==> config.mk <==
export PLATFORM = sky130hd
export DESIGN_NAME = uart_tx_ctrl
export DESIGN_NICKNAME = d
export VERILOG_FILES = /design/src/rtl/uart_pkg.sv /design/src/rtl/uart_baud_tick.sv /design/src/rtl/uart_tx_ctrl.sv
export SDC_FILE = /design/constraint.sdc
export NUM_CORES = 1
export LEC_CHECK = 0
export BUFFER_PORTS_ARGS = -buffer_cell sky130_fd_sc_hd__buf_4
export CAP_MARGIN = 0
export CELL_PAD_IN_SITES_DETAIL_PLACEMENT = 0
export CELL_PAD_IN_SITES_GLOBAL_PLACEMENT = 1
export CORE_MARGIN = 4
export CORE_UTILIZATION = 46
export DETAILED_ROUTE_END_ITERATION = 16
export GPL_TIMING_DRIVEN = 1
export PLACE_DENSITY_LB_ADDON = 0.25
export SYNTH_ARGS = -nofsm -noshare
export SYNTH_HDL_FRONTEND = slang
export SYNTH_SLANG_ARGS = --single-unit
==> constraint.sdc <==
create_clock -name div_clk -period 2.63 [get_ports div_clk]
set_clock_uncertainty 0.05 [all_clocks]
set_input_delay 0.1315 -clock div_clk [delete_from_list [all_inputs] [get_ports div_clk]]
set_output_delay 0.1315 -clock div_clk [all_outputs]
set_load 0.01 [all_outputs]
==> src/rtl/uart_pkg.sv <==
// rtl/uart_pkg.sv - shared UART transmit types and line-level constants
package uart_pkg;

  typedef enum logic [2:0] {
    IDLE   = 3'd0,
    START  = 3'd1,
    DATA   = 3'd2,
    PARITY = 3'd3,
    STOP   = 3'd4
  } tx_state_e;

  localparam int   UART_DATA_BITS = 8;
  localparam logic UART_MARK      = 1'b1;
  localparam logic UART_SPACE     = 1'b0;

endpackage

==> src/rtl/uart_baud_tick.sv <==
// rtl/uart_baud_tick.sv - bit-period counter; tick on the last cycle of each bit
module uart_baud_tick #(
  parameter int CLKS_PER_BIT = 16
) (
  input  logic div_clk,
  input  logic rst_n,
  input  logic enable,
  output logic tick
);

  localparam int            CW   = (CLKS_PER_BIT > 1) ? $clog2(CLKS_PER_BIT) : 1;
  localparam logic [CW-1:0] LAST = CW'(CLKS_PER_BIT - 1);

  logic [CW-1:0] r_cnt;

  assign tick = enable && (r_cnt == LAST);

  // Held at zero while disabled so the first bit after enable is full length.
  always_ff @(posedge div_clk or negedge rst_n) begin
    if (!rst_n) begin
      r_cnt <= '0;
    end else if (!enable || tick) begin
      r_cnt <= '0;
    end else begin
      r_cnt <= r_cnt + 1'b1;
    end
  end

endmodule

==> src/rtl/uart_tx_ctrl.sv <==
// rtl/uart_tx_ctrl.sv - UART frame sequencer; parity bit exists only with UART_TX_PARITY_EN
module uart_tx_ctrl
  import uart_pkg::*;
#(
  parameter int CLKS_PER_BIT = 16,
  parameter bit PARITY_ODD   = 1'b0
) (
  input  logic       div_clk,
  input  logic       rst_n,
  input  logic [7:0] tx_data,
  input  logic       tx_valid,
  output logic       tx_ready,
  output logic       tx_serial,
  output logic       tx_busy,
  output logic       tx_done
);

  localparam logic [2:0] ST_IDLE   = IDLE;
  localparam logic [2:0] ST_START  = START;
  localparam logic [2:0] ST_DATA   = DATA;
  localparam logic [2:0] ST_PARITY = PARITY;
  localparam logic [2:0] ST_STOP   = STOP;
  localparam logic [2:0] LAST_BIT  = 3'(UART_DATA_BITS - 1);

  logic [2:0] r_state;
  logic [7:0] r_shift;
  logic [2:0] r_bit_idx;
  logic       r_tx_serial;
  logic       w_tick;
  logic       w_handshake;

  assign tx_ready    = (r_state == ST_IDLE);
  assign tx_busy     = (r_state != ST_IDLE);
  assign tx_serial   = r_tx_serial;
  assign w_handshake = tx_valid && tx_ready;
  assign tx_done     = (r_state == ST_STOP) && w_tick;

  uart_baud_tick #(
    .CLKS_PER_BIT(CLKS_PER_BIT)
  ) u_baud (
    .div_clk(div_clk),
    .rst_n  (rst_n),
    .enable (tx_busy),
    .tick   (w_tick)
  );

`ifdef UART_TX_PARITY_EN
  logic r_parity;

  always_ff @(posedge div_clk or negedge rst_n) begin
    if (!rst_n) begin
      r_parity <= 1'b0;
    end else if (w_handshake) begin
      r_parity <= (^tx_data) ^ PARITY_ODD;
    end
  end
`else
  logic w_unused_parity_odd;
  assign w_unused_parity_odd = PARITY_ODD;
`endif

  // The line value is registered alongside each transition so it never glitches.
  always_ff @(posedge div_clk or negedge rst_n) begin
    if (!rst_n) begin
      r_state     <= ST_IDLE;
      r_shift     <= '0;
      r_bit_idx   <= '0;
      r_tx_serial <= UART_MARK;
    end else begin
      case (r_state)
        ST_IDLE: begin
          if (w_handshake) begin
            r_state     <= ST_START;
            r_shift     <= tx_data;
            r_bit_idx   <= '0;
            r_tx_serial <= UART_SPACE;
          end
        end
        ST_START: begin
          if (w_tick) begin
            r_state     <= ST_DATA;
            r_tx_serial <= r_shift[0];
          end
        end
        ST_DATA: begin
          if (w_tick) begin
            r_shift   <= {1'b0, r_shift[7:1]};
            r_bit_idx <= r_bit_idx + 1'b1;
            if (r_bit_idx == LAST_BIT) begin
`ifdef UART_TX_PARITY_EN
              r_state     <= ST_PARITY;
              r_tx_serial <= r_parity;
`else
              r_state     <= ST_STOP;
              r_tx_serial <= UART_MARK;
`endif
            end else begin
              r_tx_serial <= r_shift[1];
            end
          end
        end
`ifdef UART_TX_PARITY_EN
        ST_PARITY: begin
          if (w_tick) begin
            r_state     <= ST_STOP;
            r_tx_serial <= UART_MARK;
          end
        end
`endif
        ST_STOP: begin
          if (w_tick) begin
            r_state     <= ST_IDLE;
            r_tx_serial <= UART_MARK;
          end
        end
        default: begin
          r_state     <= ST_IDLE;
          r_tx_serial <= UART_MARK;
        end
      endcase
    end
  end

endmodule
==> results of run 1 <==
[cell families (layout without fill, tap and decap cells)]
kind of cell	Yosys count	in the layout	share of synthesized area (%)
AO/OA/AOI/OAI	28	28	23.9
XOR/XNOR	1	1	0.903
adder cells (fa/ha/maj)	4	4	4.90
buffers and inverters	10	22	5.55
flip-flops	19	19	49.2
multiplexers	2	2	2.06
AND/OR/NAND/NOR	20	20	13.5
[stage by stage]
step | hold slack [ns] | total power [mW] | setup WS (ns) | instance area (µm²)
detailed placement | -0.0320 | 0.318 | 0.849 | 1070
global placement | -0.0315 | 0.318 | 0.872 | 1070
finish | 0.0143 | 0.462 | 0.500 | 1100
global route | 0.00366 | 0.487 | 0.231 | 1100
floorplan | -0.214 | 0.300 | 1.01 | 970
CTS | 0.00219 | 0.468 | 0.516 | 1100
[registers in the layout, indices dropped and copies added, names as in the netlist]
name / cells
u_baud.r_cnt: 4
r_state: 3
r_shift: 8
r_bit_idx: 3
tx_serial: 1
[layout make-up]
class / count / area [µm²]
Clock buffer: 4 / 26.3
Fill cell: 182 / 880
Inverter: 3 / 11.3
Multi-Input combinational cell: 55 / 439
Sequential cell: 19 / 477
Tap cell: 27 / 33.8
Timing Repair Buffer: 15 / 115
[synth_stat cells (2+ instances only)]
library cell / count / area [µm²]
sky130_fd_sc_hd__a32o_1: 2 / 20.0
sky130_fd_sc_hd__buf_6: 2 / 22.5
sky130_fd_sc_hd__a21oi_1: 5 / 25.0
sky130_fd_sc_hd__nor2_1: 3 / 11.3
sky130_fd_sc_hd__nand3_1: 2 / 10.0
sky130_fd_sc_hd__ha_1: 3 / 37.5
sky130_fd_sc_hd__inv_1: 3 / 11.3
sky130_fd_sc_hd__or3_1: 2 / 12.5
sky130_fd_sc_hd__a21o_1: 2 / 15.0
sky130_fd_sc_hd__and3_1: 2 / 12.5
sky130_fd_sc_hd__mux2i_1: 2 / 20.0
sky130_fd_sc_hd__dfrtp_1: 18 / 450
sky130_fd_sc_hd__nor4b_1: 2 / 17.5
sky130_fd_sc_hd__o32a_1: 6 / 60.1
sky130_fd_sc_hd__o21a_1: 6 / 45.0
sky130_fd_sc_hd__clkbuf_1: 3 / 11.3
[layer usage]
metal / GRT usage [%] / vias up
met5: 0 / -
met4: 8.94 / 0
met3: 3.32 / 4
met2: 23.2 / 17
met1: 20.1 / 349
li1: - / 345
[power groups by stage]
stage / Clock, mW / Sequential (mW) / Combinational, mW
detailed placement: 0 / 0.299 / 0.0191
global placement: 0 / 0.299 / 0.0188
floorplan: 0 / 0.299 / 0.00162
finish: 0.149 / 0.293 / 0.0197
CTS: 0.154 / 0.293 / 0.0203
global route: 0.172 / 0.294 / 0.0214
[worst max-delay path: stages (launching register included)]
cell                      delay [ns]
sky130_fd_sc_hd__dfrtp_1        0.41
sky130_fd_sc_hd__ha_1           0.26
sky130_fd_sc_hd__nand3_1        0.41
sky130_fd_sc_hd__nor4b_1        0.40
sky130_fd_sc_hd__buf_4          0.18
[worst paths after layout]
check / startpoint / endpoint / slack, ns / cells after the start
worst max-delay path: u_baud.r_cnt[0] / tx_done / 0.50 / 4
max in group asynchronous: rst_n / tx_serial / 2.08 / 2
worst max register to register: u_baud.r_cnt[0] / r_shift[4] / 0.82 / 4
min in group asynchronous: rst_n / r_shift[3] / 0.18 / 2
worst min register to register: r_bit_idx[0] / r_bit_idx[0] / 0.44 / 1
worst min-delay path: tx_data[7] / r_shift[7] / 0.01 / 2
[what timing repair did]
item / in CTS / in global routing
hold buffers: 1 / 0
hold endpoints to repair: 19 / 0
setup buffers: 0 / 0
==> metrics.json, run 1 <==
{
  "yosys": {
    "synthesis.area_um2": 970,
    "postSynthCellCount": 84,
    "yosys_warnings": 0,
    "synth.net_count": 98,
    "synthDistinctLibCells": 37,
    "ys_ff_latch": 19,
    "share_of_synthesized_registers_carrying_an_async_set_or_reset_pct": 100,
    "mean_syn_cell_area_um2": 11.5,
    "postSynth.topFlopCell": "sky130_fd_sc_hd__dfrtp_1",
    "synth-edff-count": 0,
    "synth.yosys.seq_area_share_pct": 49.2
  },
  "global_route": {
    "grt.total_usage_pct": 15.4,
    "wire_length_of_the_first_global_routing_pass_mm": 3.12,
    "grt.overflow.total": 0,
    "maximum_number_of_pins_on_one_net_before_global_route_repair": 20,
    "grt_antenna_before_repair": 0,
    "grt_pass1_vias": 701
  },
  "floorplan": {
    "design.core.area_um2": 1980,
    "floorplan.die.width_um": 53.9,
    "initial_utilization_pct": 48.9,
    "number_of_core_rows": 16,
    "die_area_um2": 2910,
    "number_of_ports_placed_on_the_die_boundary": 15,
    "die_height_um": 53.9
  },
  "placed_design": {
    "routability_driven_placement_congestion_ratio": 0.683,
    "place_inst": 118,
    "detailedPlacementHpwl_mm": 1.30,
    "port_buffers": 14
  },
  "detailed_routing": {
    "initialDrtViolationCount": 10,
    "post_drt_via_cell_ratio": 5.81,
    "drt-total-wl_mm": 1.81,
    "detail-route-antenna-nets": 0,
    "num_vias": 715,
    "m1WireLength_um": 843,
    "route.detailed.drc": 0,
    "wl_per_cell_um": 14.7,
    "dr.max_layer_used": "met4",
    "route.met3.wl_um": 84,
    "drtPass1Iterations": 4,
    "dr_wl_met2_um": 850
  },
  "worst_setup_path": {
    "timing.critical_path.arrival_ns": 1.95,
    "worst_setup_path_end_kind": "output port",
    "start_kind": "flop",
    "path_class": "reg -> out",
    "worst-path-max-fanout": 12,
    "worstPathRequired_ns": 2.45
  },
  "cts": {
    "cts_max_path_buffers": 2,
    "clk_pin_slew_worst_paths_ns": 0.11,
    "clock_tree_root_buffer_cell": "sky130_fd_sc_hd__clkbuf_4",
    "clock_sinks": 19,
    "cts_inserted_buffers": 3,
    "htreeDepth": 1,
    "cts_tree": "done",
    "clock_network_latency_to_the_later_pin_of_the_worst_skew_pair_ns": 0.29,
    "post_cts_resize_count": 0
  },
  "pwr": {
    "p_sw_share_pct": 21.2,
    "intPower_mw": 0.364,
    "sequential_share_of_power_pct": 63.5,
    "areal_power_density_over_the_cells_nw_per_um2": 419,
    "combinational_cell_fraction_of_total_power_pct": 4.3,
    "static_leak_nw": 0.505,
    "p_switching_mw": 0.0979,
    "fraction_of_power_consumed_by_the_clock_network_pct": 32.2,
    "ir_worst_vdd_v": 0.000355
  },
  "sta": {
    "final_min_period_over_clock_period_pct": 81.0,
    "achievable-frequency_ghz": 0.469,
    "min_period_ns": 2.13,
    "drv_slew": 0,
    "hold_viol_final": 0,
    "timing_worst_slew_pin_value_ns": 0.594,
    "setup_repair_after_global_routing_missed_its_margin": "false",
    "fin_tns_setup_ns": 0,
    "timing.max_slew.rel_slack_pct": 59.8,
    "timing.final.setup_violations": 0
  },
  "finish": {
    "insertedDiodeCount": 0,
    "most-common-layout-cells": "18 x sky130_fd_sc_hd__dfrtp_1, 14 x sky130_fd_sc_hd__buf_4, 6 x sky130_fd_sc_hd__o32a_1, 6 x sky130_fd_sc_hd__o21a_1, 5 x sky130_fd_sc_hd__a21oi_1",
    "most_common_cell_after_layout_fill_and_taps_aside": "sky130_fd_sc_hd__dfrtp_1",
    "nets": 111,
    "final_core_utilization_pct": 55.6,
    "area.growth.synth_to_final_pct": 13.7,
    "final_layout_size_suffix_gt1_share_pct": 21.9,
    "finalNonFillerCells": 123
  },
  "flow_run": {
    "maxCapViolCount": 0
  },
  "worst_hold_path": {
    "hp-class": "in -> reg"
  },
  "run_status": {
    "run_status": "complete, no violations"
  }
}
Note: power is estimated with default switching activity, not from simulation.
==> run 2, diff against run 1 <==
- ABC_AREA: unset -> 1
- CORE_UTILIZATION: 46 -> 37
- clock period: 2.63 -> 1.75 ns (I/O delays scaled with it)
==> metrics.json, run 2 <==
{
  "run_status": {
    "run_status": "complete, no violations"
  },
  "global_route": {
    "grt_antenna_before_repair": {"value": 0, "change": "unchanged"},
    "grt.overflow.total": {"value": 0, "change": "unchanged"},
    "grt_pass1_vias": {"value": 809, "change": "+15%"},
    "maximum_number_of_pins_on_one_net_before_global_route_repair": {"value": 20, "change": "unchanged"},
    "grt.total_usage": {"value": 12.7, "unit": "%", "change": "-2.7 points"},
    "wire_length_of_the_first_global_routing_pass": {"value": 3.46, "unit": "mm", "change": "+11%"}
  },
  "floorplan": {
    "die_area": {"value": 3750, "unit": "µm²", "change": "+29%"},
    "number_of_ports_placed_on_the_die_boundary": {"value": 15, "change": "unchanged"},
    "die_height": {"value": 61.2, "unit": "µm", "change": "+14%"},
    "design.core.area": {"value": 2730, "unit": "µm²", "change": "+38%"},
    "floorplan.die.width": {"value": 61.2, "unit": "µm", "change": "+14%"},
    "number_of_core_rows": {"value": 19, "change": "+3"},
    "initial_utilization": {"value": 38.3, "unit": "%", "change": "-11 points"}
  },
  "sta": {
    "timing_worst_slew_pin_value": {"value": 0.260, "unit": "ns", "change": "-0.334 ns"},
    "achievable-frequency_ghz": 0.650,
    "min_period_ns": 1.54,
    "timing.max_slew.rel_slack": {"value": 82.7, "unit": "%", "change": "+23 points"},
    "final_min_period_over_clock_period_pct": 87.9,
    "drv_slew": {"value": 0, "change": "unchanged"},
    "timing.final.setup_violations": {"value": 0, "change": "unchanged"},
    "fin_tns_setup": {"value": 0, "unit": "ns", "change": "unchanged"},
    "timing.final.ws_setup": {"value": 0.212, "unit": "ns", "change": "-0.287 ns"},
    "worst_hold_slack": {"value": 0.0113, "unit": "ns", "change": "-0.00298 ns"},
    "setup_repair_after_global_routing_missed_its_margin": "false",
    "hold_viol_final": {"value": 0, "change": "unchanged"}
  },
  "yosys": {
    "synth.yosys.seq_area_share": {"value": 45.5, "unit": "%", "change": "-3.6 points"},
    "postSynthCellCount": {"value": 118, "change": "+40%"},
    "ys_ff_latch": {"value": 19, "change": "unchanged"},
    "synth-edff-count": {"value": 0, "change": "unchanged"},
    "synthDistinctLibCells": {"value": 24, "change": "-35%"},
    "post-synth-top-area-cell": "sky130_fd_sc_hd__dfrtp_1",
    "postSynth.topFlopCell": "sky130_fd_sc_hd__dfrtp_1",
    "synth.most_common_cell": "sky130_fd_sc_hd__nand2_1",
    "post-synth-top-area-fraction": {"value": 43.0, "unit": "%", "change": "-3.4 points"},
    "ys_top_cells_by_count": "33 x sky130_fd_sc_hd__nand2_1, 18 x sky130_fd_sc_hd__dfrtp_1, 10 x sky130_fd_sc_hd__nand3_1, 10 x sky130_fd_sc_hd__nor2_1, 8 x sky130_fd_sc_hd__inv_1",
    "share_of_synthesized_registers_carrying_an_async_set_or_reset": {"value": 100, "unit": "%", "change": "unchanged"},
    "yosys_warnings": {"value": 0, "change": "unchanged"},
    "mean_syn_cell_area": {"value": 8.88, "unit": "µm²", "change": "-23%"},
    "synth.net_count": {"value": 132, "change": "+35%"},
    "netlist_top_cells_area": "sky130_fd_sc_hd__dfrtp_1 43%, sky130_fd_sc_hd__nand2_1 12%, sky130_fd_sc_hd__o21ai_2 5.9%, sky130_fd_sc_hd__nand3_1 4.8%, sky130_fd_sc_hd__nand2_4 4.3%",
    "synthesis.area": {"value": 1050, "unit": "µm²", "change": "+8.0%"}
  },
  "worst_setup_path": {
    "path_depth": {"value": 8, "change": "+4"},
    "crit_buf_inv": {"value": 2, "change": "+1"},
    "critical_path.endpoint": "r_bit_idx[0]",
    "setup.worst_path.start": "u_baud.r_cnt[0]",
    "r2r_cells": {"value": 8, "change": "+4"},
    "path_class": "reg -> reg",
    "worst_setup_path_end_kind": "flop",
    "start_kind": "flop",
    "timing.critical_path.arrival": {"value": 1.71, "unit": "ns", "change": "-0.24 ns"},
    "timing.reg2reg.setup_slack": {"value": 0.21, "unit": "ns", "change": "-0.61 ns"},
    "worstPathRequired": {"value": 1.93, "unit": "ns", "change": "-0.52 ns"},
    "r2r-start": "u_baud.r_cnt[0]",
    "critPathMaxStageDelay": {"value": 0.41, "unit": "ns", "change": "about the same"},
    "regToRegEndpoint": "r_bit_idx[0]",
    "worst-path-max-fanout": {"value": 15, "change": "+3"},
    "timing.critical_path.slowest_stage_cell": "sky130_fd_sc_hd__dfrtp_1",
    "cells_along_the_critical_path": "ha_1 > nand3_2 > clkinv_1 > nand2_4 > nand2_8 > inv_2 > nand2_1 > o21ai_1",
    "critical_path.top_delay_family": "simple AND/OR/NAND/NOR gates"
  },
  "cts": {
    "clock_tree_root_buffer_cell": "sky130_fd_sc_hd__clkbuf_4",
    "cts_tree": "done",
    "cts_inserted_buffers": {"value": 3, "change": "unchanged"},
    "clk_pin_slew_worst_paths": {"value": 0.11, "unit": "ns", "change": "about the same"},
    "cts_max_path_buffers": {"value": 2, "change": "unchanged"},
    "clock_network_latency_to_the_later_pin_of_the_worst_skew_pair": {"value": 0.29, "unit": "ns", "change": "about the same"},
    "htreeDepth": {"value": 1, "change": "unchanged"},
    "clock_sinks": {"value": 19, "change": "unchanged"}
  },
  "pwr": {
    "ir_worst_vdd": {"value": 0.000682, "unit": "V", "change": "+92%"},
    "areal_power_density_over_the_cells": {"value": 1420, "unit": "nW/µm²", "change": "+240%"},
    "static_leak": {"value": 0.646, "unit": "nW", "change": "+28%"}
  },
  "detailed_routing": {
    "post_drt_via_cell_ratio": {"value": 4.74, "change": "-18%"},
    "num_vias": {"value": 796, "change": "+11%"},
    "dr.max_layer_used": "met4",
    "drt-total-wl": {"value": 1.90, "unit": "mm", "change": "+4.7%"},
    "initialDrtViolationCount": {"value": 22, "change": "+12"},
    "dr_wl_met2": {"value": 893, "unit": "µm", "change": "+5.1%"},
    "detail-route-antenna-nets": {"value": 0, "change": "unchanged"},
    "route.detailed.drc": {"value": 0, "change": "unchanged"},
    "m1WireLength": {"value": 893, "unit": "µm", "change": "+5.9%"},
    "wl_per_cell": {"value": 11.3, "unit": "µm", "change": "-23%"},
    "drtPass1Iterations": {"value": 4, "change": "unchanged"},
    "route.met3.wl": {"value": 73, "unit": "µm", "change": "-13%"}
  },
  "finish": {
    "finalNonFillerCells": {"value": 168, "change": "+37%"},
    "most-common-layout-cells": "33 x sky130_fd_sc_hd__nand2_1, 18 x sky130_fd_sc_hd__dfrtp_1, 14 x sky130_fd_sc_hd__buf_4",
    "stdcell_area": {"value": 1230, "unit": "µm²", "change": "+11%"},
    "nets": {"value": 152, "change": "+37%"},
    "layout_top_registers": "r_shift x8, u_baud.r_cnt x4",
    "largest_reg_flops": {"value": 8, "change": "unchanged"},
    "area.growth.synth_to_final_pct": 17.2,
    "largest_register": "r_shift",
    "final_layout_size_suffix_gt1_share": {"value": 27.0, "unit": "%", "change": "+5.1 points"},
    "n_fill_cell": {"value": 261, "change": "+43%"},
    "insertedDiodeCount": {"value": 0, "change": "unchanged"},
    "most_common_cell_after_layout_fill_and_taps_aside": "sky130_fd_sc_hd__nand2_1"
  },
  "placed_design": {
    "routability_driven_placement_congestion_ratio": {"value": 0.743, "change": "+8.8%"},
    "dpl_cell_area": {"value": 1170, "unit": "µm²", "change": "+9.4%"},
    "place_inst": {"value": 161, "change": "+36%"},
    "dpl_worst_slack": {"value": 0.170, "unit": "ns", "change": "-0.679 ns"},
    "port_buffers": {"value": 14, "change": "unchanged"},
    "detailedPlacementHpwl": {"value": 1.39, "unit": "mm", "change": "+7.2%"}
  },
  "flow_run": {
    "maxCapViolCount": {"value": 0, "change": "unchanged"}
  },
  "worst_hold_path": {
    "hp-class": "in -> reg"
  }
}
[run 2: per-layer routing]
metal | track usage (%) | vias to the layer above
li1 | - | 417
met1 | 16.3 | 359
met2 | 19.9 | 16
met5 | 0 | -
met3 | 2.10 | 4
met4 | 7.43 | 0
[run 2: cells by family after synthesis]
kind of cell	after synthesis	synth area share, %
xor gates and xnor gates	2	1.67
DFF	19	45.5
AOI/OAI and AO/OA	18	12.7
adders and majority gates	3	3.58
buffers and inverters	15	7.77
and+or+nand+nor	61	28.8
[run 2: layout make-up]
class | count | area (µm²) | share of cell area [%]
Timing Repair Buffer | 17 | 135 | 11.0
Sequential cell | 19 | 477 | 38.8
Clock buffer | 4 | 26.3 | 2.14
Multi-Input combinational cell | 84 | 494 | 40.3
Inverter | 13 | 56.3 | 4.59
Tap cell | 31 | 38.8 | 3.16
[run 2: per-stage QoR]
stage          utilization, %  total power [mW]
5_1_grt                  44.9              1.92
6_report                 44.9              1.74
3_3_place_gp             42.7              1.52
3_5_place_dp             42.7              1.53
4_1_cts                  44.7              1.77
2_1_floorplan               -              1.36
[run 2: worst min path at each step]
stage / from / endpoint / slack, ns / depth (start not counted)
floorplan: rst_n / r_bit_idx[0] / -0.26 / 0
detailed placement: rst_n / r_state[2] / -0.07 / 1
global placement: rst_n / r_state[2] / -0.07 / 1
global route: tx_data[7] / r_shift[7] / 0.02 / 3
CTS: tx_data[7] / r_shift[7] / 0.004 / 3
finish: tx_data[7] / r_shift[7] / 0.01 / 3
[run 2: what timing repair did]
action                                  in CTS  in global routing
resized for setup                            0                  1
hold buffers                                 3                  0
endpoints found under the setup margin       0                  2
endpoints found under the hold margin       21                  0
setup buffers                                0                  0
[run 2: power breakdown]
| group | total (mW) | switching, mW | internal (mW) |
|---|---|---|---|
| clock network | 0.227 | 0.138 | 0.0886 |
| logic | 0.822 | 0.503 | 0.319 |
| registers | 0.691 | 0.0935 | 0.598 |
[run 2: worst min-delay path: stages]
cell and delay [ns]:
sky130_fd_sc_hd__buf_4 0.07, sky130_fd_sc_hd__nand3_1 0.10, sky130_fd_sc_hd__o21ai_2 0.06
==> run 3, diff against run 2 <==
- CORE_MARGIN: 4 -> 5
==> metrics.json, run 3 (synthesis gave the netlist of run 2 again) <==
{
  "finish": {
    "layout_top_registers": "r_shift x8, u_baud.r_cnt x4",
    "most_common_cell_after_layout_fill_and_taps_aside": "sky130_fd_sc_hd__nand2_1",
    "nets": {"value": 153, "change": "+0.66%"},
    "stdcell_area": {"value": 1230, "unit": "µm²", "change": "+0.41%"},
    "insertedDiodeCount": {"value": 0, "change": "unchanged"},
    "final_layout_size_suffix_gt1_share": {"value": 26.8, "unit": "%", "change": "-0.20 points"},
    "largest_reg_flops": {"value": 8, "change": "unchanged"},
    "most-common-layout-cells": "33 x sky130_fd_sc_hd__nand2_1, 18 x sky130_fd_sc_hd__dfrtp_1, 14 x sky130_fd_sc_hd__buf_4",
    "area.growth.synth_to_final_pct": 17.7,
    "finalNonFillerCells": {"value": 169, "change": "+0.60%"},
    "final_core_utilization": {"value": 45.1, "unit": "%", "change": "+0.18 points"},
    "largest_register": "r_shift"
  },
  "global_route": {
    "wire_length_of_the_first_global_routing_pass": {"value": 3.59, "unit": "mm", "change": "+3.8%"},
    "grt_pass1_vias": {"value": 847, "change": "+4.7%"},
    "maximum_number_of_pins_on_one_net_before_global_route_repair": {"value": 20, "change": "unchanged"},
    "grt.total_usage": {"value": 11.0, "unit": "%", "change": "-1.6 points"},
    "grt.overflow.total": {"value": 0, "change": "unchanged"},
    "grt_antenna_before_repair": {"value": 0, "change": "unchanged"}
  },
  "floorplan": {
    "die_area": {"value": 3990, "unit": "µm²", "change": "+6.6%"},
    "floorplan.die.width": {"value": 63.2, "unit": "µm", "change": "+3.3%"},
    "design.core.area": {"value": 2730, "unit": "µm²", "change": "unchanged"},
    "initial_utilization": {"value": 38.3, "unit": "%", "change": "unchanged"},
    "die_height": {"value": 63.2, "unit": "µm", "change": "+3.3%"},
    "number_of_ports_placed_on_the_die_boundary": {"value": 15, "change": "unchanged"},
    "number_of_core_rows": {"value": 19, "change": "unchanged"}
  },
  "pwr": {
    "static_leak": {"value": 0.655, "unit": "nW", "change": "+1.4%"},
    "p_switching": {"value": 0.732, "unit": "mW", "change": "-0.33%"},
    "sequential_share_of_power": {"value": 39.7, "unit": "%", "change": "about the same"},
    "ir_worst_vdd": {"value": 0.000631, "unit": "V", "change": "-7.5%"},
    "areal_power_density_over_the_cells": {"value": 1410, "unit": "nW/µm²", "change": "-0.51%"},
    "fraction_of_power_consumed_by_the_clock_network": {"value": 13.2, "unit": "%", "change": "+0.2 points"},
    "combinational_cell_fraction_of_total_power": {"value": 47.1, "unit": "%", "change": "about the same"},
    "p_sw_share": {"value": 42.1, "unit": "%", "change": "-0.097 points"},
    "intPower": {"value": 1.01, "unit": "mW", "change": "about the same"},
    "post-layout-total-power": {"value": 1.74, "unit": "mW", "change": "-0.10%"}
  },
  "worst_setup_path": {
    "worstPathRequired": {"value": 1.91, "unit": "ns", "change": "-0.02 ns"},
    "worst-path-max-fanout": {"value": 6, "change": "-9"},
    "path_class": "reg -> reg",
    "timing.critical_path.arrival": {"value": 1.71, "unit": "ns", "change": "about the same"},
    "start_kind": "flop",
    "worst_setup_path_end_kind": "flop"
  },
  "placed_design": {
    "place_inst": {"value": 161, "change": "unchanged"},
    "dpl_cell_area": {"value": 1170, "unit": "µm²", "change": "unchanged"},
    "detailedPlacementHpwl": {"value": 1.42, "unit": "mm", "change": "+2.1%"},
    "dpl_worst_slack": {"value": 0.128, "unit": "ns", "change": "-0.0417 ns"},
    "routability_driven_placement_congestion_ratio": {"value": 0.740, "change": "-0.47%"},
    "port_buffers": {"value": 14, "change": "unchanged"}
  },
  "detailed_routing": {
    "initialDrtViolationCount": {"value": 17, "change": "-23%"},
    "post_drt_via_cell_ratio": {"value": 4.58, "change": "-3.3%"},
    "drtPass1Iterations": {"value": 4, "change": "unchanged"},
    "wl_per_cell": {"value": 11.3, "unit": "µm", "change": "-0.22%"},
    "detail-route-antenna-nets": {"value": 0, "change": "unchanged"},
    "route.detailed.drc": {"value": 0, "change": "unchanged"},
    "num_vias": {"value": 774, "change": "-2.8%"},
    "drt-total-wl": {"value": 1.90, "unit": "mm", "change": "+0.37%"}
  },
  "cts": {
    "clock_sinks": {"value": 19, "change": "unchanged"},
    "clock_network_latency_to_the_later_pin_of_the_worst_skew_pair": {"value": 0.30, "unit": "ns", "change": "about the same"},
    "cts_tree": "done",
    "cts_max_path_buffers": {"value": 2, "change": "unchanged"},
    "clk_pin_slew_worst_paths": {"value": 0.11, "unit": "ns", "change": "about the same"},
    "clock_tree_root_buffer_cell": "sky130_fd_sc_hd__clkbuf_4",
    "cts_inserted_buffers": {"value": 3, "change": "unchanged"},
    "htreeDepth": {"value": 1, "change": "unchanged"},
    "cts_setup_buffers": {"value": 0, "change": "unchanged"}
  },
  "sta": {
    "hold_viol_final": {"value": 0, "change": "unchanged"},
    "final_min_period_over_clock_period": {"value": 89.0, "unit": "%", "change": "+1.2 points"},
    "timing.final.ws_setup": {"value": 0.192, "unit": "ns", "change": "-0.0208 ns"},
    "timing_worst_slew_pin_value": {"value": 0.266, "unit": "ns", "change": "+0.00673 ns"},
    "timing.max_slew.rel_slack": {"value": 82.2, "unit": "%", "change": "-0.50 points"},
    "min_period": {"value": 1.56, "unit": "ns", "change": "+0.0208 ns"},
    "achievable-frequency": {"value": 0.642, "unit": "GHz", "change": "-1.3%"},
    "fin_tns_setup": {"value": 0, "unit": "ns", "change": "unchanged"},
    "timing.final.setup_violations": {"value": 0, "change": "unchanged"},
    "drv_slew": {"value": 0, "change": "unchanged"},
    "worst_hold_slack": {"value": 0.0391, "unit": "ns", "change": "+0.0278 ns"},
    "setup_repair_after_global_routing_missed_its_margin": "false"
  },
  "worst_hold_path": {
    "hp-class": "in -> reg"
  },
  "flow_run": {
    "maxCapViolCount": {"value": 0, "change": "unchanged"}
  },
  "run_status": {
    "run_status": "complete, no violations"
  }
}
-- run 3: critical path, stage by stage (launching register included) --
cell and delay [ns]:
sky130_fd_sc_hd__dfrtp_1 0.38, sky130_fd_sc_hd__ha_1 0.19, sky130_fd_sc_hd__nand3_1 0.23, sky130_fd_sc_hd__nand3_1 0.16, sky130_fd_sc_hd__nand2_1 0.08, sky130_fd_sc_hd__nor2_1 0.21
sky130_fd_sc_hd__nand2_1 0.07, sky130_fd_sc_hd__nand2_1 0.06, sky130_fd_sc_hd__nand2_1 0.04
-- run 3: final timing paths --
kind	start	to	slack, ns	depth (start not counted)
setup / recovery	u_baud.r_cnt[0]	r_state[1]	0.19	8
hold / removal	tx_data[4]	r_shift[4]	0.04	5
setup reg to reg	u_baud.r_cnt[0]	r_state[1]	0.19	8
hold reg to reg	u_baud.r_cnt[0]	u_baud.r_cnt[0]	0.42	1
max in group asynchronous	rst_n	tx_serial	1.25	2
min in group asynchronous	rst_n	r_state[2]	0.14	2
-- run 3: repair_timing --
item / in CTS / in global routing
endpoints found under the setup margin: 0 / 1
hold endpoints to repair: 21 / 1
gates resized for setup: 0 / 1
hold buffers: 3 / 1
-- run 3: area by class of cell --
type / count / area (µm²)
well taps: 31 / 38.8
inverters: 13 / 56.3
fillers: 269 / 1500
multi-input cells: 84 / 489
repair buffers: 18 / 145
clock buffers: 4 / 26.3
flip-flops and latches: 19 / 477
-- run 3: power groups by stage --
| stage | logic [mW] | registers [mW] | clock network [mW] |
|---|---|---|---|
| global placement | 0.822 | 0.699 | 0 |
| floorplan | 0.671 | 0.688 | 0 |
| global route | 0.945 | 0.716 | 0.261 |
| detailed placement | 0.827 | 0.701 | 0 |
| finish | 0.819 | 0.690 | 0.229 |
| CTS | 0.835 | 0.692 | 0.236 |
-- run 3: per-layer routing --
layer	global-route usage, %	up-vias	part of all wire, %
met5	0	-	0
met4	4.94	0	2.1
met3	3.02	4	3.8
met2	16.5	13	44
met1	14.8	340	50
li1	-	417	-
